File: src/rtl/mem_line_ctrl.sv
// Main-memory line controller: serializes 4-word line fills and write-backs
// onto a single-port word memory with LAT-cycle access slots.
module mem_line_ctrl #(
  parameter int ADDR_W = 16,
  parameter int WORD_W = 16,
  parameter int LAT    = 4
) (
  input  logic                clk,
  input  logic                rst,
  input  logic                req_valid,
  input  logic                req_rw,
  input  logic [ADDR_W-1:0]   req_addr,
  input  logic [4*WORD_W-1:0] req_data,
  output logic                resp_ready,
  output logic [4*WORD_W-1:0] resp_data,
  output logic                busy,
  output logic                mem_en,
  output logic                mem_we,
  output logic [ADDR_W-1:0]   mem_addr,
  output logic [WORD_W-1:0]   mem_wdata,
  input  logic [WORD_W-1:0]   mem_rdata
);

  typedef enum logic [1:0] {IDLE, ACCESS, DONE} state_t;

  state_t                   state_q, state_d;
  logic                     rw_q, rw_d;
  logic [ADDR_W-3:0]        base_q, base_d;
  logic [3:0][WORD_W-1:0]   wdata_q, wdata_d;
  logic [3:0][WORD_W-1:0]   line_q, line_d;
  logic [4*WORD_W-1:0]      resp_data_q, resp_data_d;
  logic [1:0]               w_q, w_d;
  logic [3:0]               c_q, c_d;
  logic                     accept;

  // Low address bits select a word within the line and are replaced by w.
  logic unused_addr_lsb;
  assign unused_addr_lsb = ^req_addr[1:0];

  always_ff @(posedge clk) begin
    if (rst) begin
      state_q     <= IDLE;
      rw_q        <= 1'b0;
      base_q      <= '0;
      wdata_q     <= '0;
      line_q      <= '0;
      resp_data_q <= '0;
      w_q         <= 2'd0;
      c_q         <= 4'd0;
    end else begin
      state_q     <= state_d;
      rw_q        <= rw_d;
      base_q      <= base_d;
      wdata_q     <= wdata_d;
      line_q      <= line_d;
      resp_data_q <= resp_data_d;
      w_q         <= w_d;
      c_q         <= c_d;
    end
  end

  always_comb begin
    state_d     = state_q;
    rw_d        = rw_q;
    base_d      = base_q;
    wdata_d     = wdata_q;
    line_d      = line_q;
    resp_data_d = resp_data_q;
    w_d         = w_q;
    c_d         = c_q;
    accept      = 1'b0;
    case (state_q)
      IDLE:   accept = req_valid;
      ACCESS: begin
        if (c_q == 4'(LAT-1)) begin
          if (!rw_q) begin
            line_d[w_q] = mem_rdata;
            // Publish the whole line together with its final word.
            if (w_q == 2'd3) resp_data_d = {mem_rdata, line_q[2:0]};
          end
          if (w_q == 2'd3) begin
            state_d = DONE;
          end else begin
            w_d = w_q + 2'd1;
            c_d = 4'd0;
          end
        end else begin
          c_d = c_q + 4'd1;
        end
      end
      DONE: begin
        accept  = req_valid;
        state_d = IDLE;
      end
      default: state_d = IDLE;
    endcase
    if (accept) begin
      state_d = ACCESS;
      rw_d    = req_rw;
      base_d  = req_addr[ADDR_W-1:2];
      wdata_d = req_data;
      w_d     = 2'd0;
      c_d     = 4'd0;
    end
  end

  assign mem_en     = (state_q == ACCESS) && (c_q == 4'd0);
  assign mem_we     = mem_en && rw_q;
  assign mem_addr   = {base_q, w_q};
  assign mem_wdata  = wdata_q[w_q];
  assign resp_ready = (state_q == DONE);
  assign busy       = (state_q == ACCESS);
  assign resp_data  = resp_data_q;

endmodule

File: config.mk
export PLATFORM = sky130hd
export DESIGN_NAME = mem_line_ctrl
export DESIGN_NICKNAME = d
export VERILOG_FILES = /design/src/rtl/mem_line_ctrl.sv
export SDC_FILE = /design/constraint.sdc
export NUM_CORES = 1
export LEC_CHECK = 0
export ABC_CLOCK_PERIOD_IN_PS = 2400
export CAP_MARGIN = 20
export CORE_UTILIZATION = 47
export DETAILED_ROUTE_END_ITERATION = 8
export GPL_TIMING_DRIVEN = 0
export PLACE_DENSITY = 0.78
export SKIP_CTS_REPAIR_TIMING = 1
export SYNTH_ARGS = -nofsm -noshare
export SYNTH_HDL_FRONTEND = slang
export SYNTH_SLANG_ARGS = --single-unit
File: constraint.sdc
create_clock -name clk -period 2.4 [get_ports clk]
set_input_delay 0.48 -clock clk [delete_from_list [all_inputs] [get_ports clk]]
set_output_delay 0.48 -clock clk [all_outputs]
set_load 0.02 [all_outputs]
==> results.json <==
{
  "comb_power_share_pct": 8.9,
  "worstPathRequired_ps": 1920,
  "clkPwrFrac_pct": 42.8,
  "dp.final_hpwl_um": 15300,
  "power_mw": 7.10,
  "final_common_cell": "nand2_1",
  "initial_core_util_pct": 48.1,
  "fin_skew_ps": 7.23,
  "antennaDiodeCount": 0,
  "final_core_util_pct": 66.8,
  "synth.avg_cell_area_um2": 9.46,
  "swShare_pct": 24.5,
  "min_path_type": "flop to flop",
  "cts.clk_slew.worst_paths_ps": 70,
  "fin_setup_tns_ps": 0,
  "firstDrtPassIters": 5,
  "worstHoldStart": "wdata_q[32]",
  "p_per_area_nw_per_um2": 672,
  "yosysTopAreaCell": "dfxtp_1",
  "ys_ff_latch": 199,
  "cts_tree": "done",
  "antenna_left": 0,
  "path_class": "flop to primary output",
  "area_delta_synth_final_pct": 38.8,
  "synthDominantCellAreaShare_pct": 52.3,
  "p_leak_nw": 4.57,
  "grt_pass1_vias": 6178,
  "period_minus_slack_ps": 2330,
  "ys_warn_count": 0,
  "ff_latch_area_um2": 3990,
  "grt_start_max_net_pins": 20,
  "whs_endpoint": "wdata_q[32]",
  "drive_above_1_share_pct": 7.92,
  "clkSinkCount": 199,
  "io_pins": 200,
  "die_x_um": 129,
  "clk_latency_ps": 440,
  "critPathMaxFanout": 10,
  "grt_remaining_overflow": 0,
  "drtIter0Drc": 288,
  "maxSlewViolCount": 0,
  "synthTopCellsByArea": "dfxtp_1 (52%), mux2i_1 (15%), nand2_1 (14%)",
  "rr_startpoint": "c_q[0]",
  "async_flop_share_pct": 0,
  "ir_worst_vdd_mv": 0.563,
  "max_slew_margin_pct": 57.5,
  "p_switching_mw": 1.74,
  "regToRegEndpoint": "line_q[10]",
  "yosys.cell_types.count": 33,
  "io_buffer_count": 197,
  "wl_um": 20800,
  "worstPathArrival_ps": 1850,
  "core_um2": 15800,
  "syn_inst": 805,
  "vias": 6416,
  "hold_depth": 2,
  "gp_congestion": 0.854,
  "rrSetupSlack_ps": 110,
  "syn_area_um2": 7610,
  "worst_slew_pin_slew_ps": 633,
  "worstSetupStartpointType": "flop",
  "setup-violations-final": 0,
  "min_period_over_period_pct": 97.0,
  "cap_violations": 0,
  "multi_input_area_um2": 3310,
  "die-area_um2": 16700,
  "clock-root-buffer": "clkbuf_16",
  "synth_edf_count": 0,
  "fin_nets": 1129,
  "p_int_mw": 5.36,
  "hold_viol": 0,
  "wl_per_cell_um": 16.6,
  "fillCellCount": 1264,
  "grt_pass1_wl_um": 32400,
  "ys.flop_type": "dfxtp_1",
  "htree_levels": 4,
  "seqPwrFrac_pct": 48.3,
  "reg2reg_depth": 6,
  "die_h_um": 129,
  "vias_per_cell": 5.12,
  "cts_buffer_depth": 2,
  "layout_common_cells": "nand2_1 (286), dfxtp_1 (197), clkdlybuf4s50_1 (178)",
  "grt_util_all_layers_pct": 25.9,
  "ys_seq_area_share_pct": 52.3,
  "rows": 46,
  "fmax_ghz": 0.430,
  "synth_fp_nets": 911,
  "remaining_drc_errors": 0,
  "status": "finished clean",
  "cts_buffers": 17,
  "antenna_found_initial": 0,
  "cp-end-kind": "primary output"
}
power by group through the flow:
stage	registers (mW)	logic [mW]	clock network (mW)
after floorplan	3.51	0.274	0
after global placement	3.50	0.622	0
after detailed placement	3.51	0.628	0
after CTS	3.43	0.632	3.08
after global routing	3.44	0.683	3.22
final	3.43	0.633	3.04
routing by layer:
metal  global-route usage (%)  routed length [µm]  vias up  part of all wire (%)
met5                        0                   0        -                     0
met4                     11.8                 668        0                   3.2
met3                     6.03                1210       47                   5.8
met2                     42.7               10200      233                    49
met1                     32.2                8750     3009                    42
li1                         -                   -     3127                     -
registers in the layout (all words and copies together), names as in the netlist:
register   count
base_q        14
c_q            4
line_q        48
resp_data     64
rw_q           1
state_q        2
w_q            2
wdata_q       64
cell usage after synthesis, types with 2 or more instances:
cell and number:
mux2i_1 115, buf_2 7, a21oi_1 80, nand4b_1 2, buf_4 2, inv_1 9
buf_6 7, nand2b_1 2, clkbuf_1 37, nor4_1 2, nand3_1 7, ha_1 6
or4_1 2, dfxtp_1 199, nor2b_1 2, mux4_2 16, nand2_1 286, buf_1 7
nor3_1 3
area by class of cell:
| type | instances | area share, % |
|---|---|---|
| plain buffers | 60 | 3.20 |
| inverters | 10 | 0.355 |
| clock buffers | 17 | 4.02 |
| flip-flops and latches | 199 | 37.7 |
| repair buffers | 199 | 18.8 |
| multi-input cells | 536 | 31.3 |
| well taps | 216 | 2.56 |
| clock inverters | 15 | 2.01 |
worst max-delay path, stage by stage, from the launching register on:
cell and delay [ps]:
dfxtp_1 310, nand2b_1 190, buf_6 180, nor4b_4 310
buf_4 180, and2_1 120, buf_4 140
how the worst max path moves through the flow:
stage | startpoint | to | slack (ps) | cells past startpoint
2_1_floorplan | state_q[1] | mem_we | 150 | 4
3_3_place_gp | w_q[1] | mem_wdata[12] | -430 | 4
3_5_place_dp | w_q[1] | mem_wdata[12] | -480 | 4
4_1_cts | w_q[1] | mem_wdata[12] | -980 | 4
5_1_grt | state_q[1] | mem_we | -9 | 6
6_report | state_q[1] | mem_we | 70 | 6
metrics by stage:
step | cell area, µm² | hold slack, ps | std cells | worst slack [ps]
5_1_grt | 10600 | 473 | 1252 | -8.70
4_1_cts | 10500 | 453 | 1250 | -976
3_5_place_dp | 9860 | 443 | 1218 | -484
6_report | 10600 | 453 | 1252 | 72.0
3_3_place_gp | 9860 | 439 | 1218 | -428
2_1_floorplan | 7610 | 433 | 805 | 145
cell families (layout without fill, tap and decap cells):
group	count (synthesis)	after routing	synth area share, %
flip-flops	199	199	52.3
buffers and inverters	70	301	4.35
AND/OR/NAND/NOR	314	314	16.7
adder cells (fa/ha/maj)	6	6	0.986
multiplexers	132	132	20.0
AO/OA/AOI/OAI	84	84	5.64
Power figures use the tool's default switching activity.
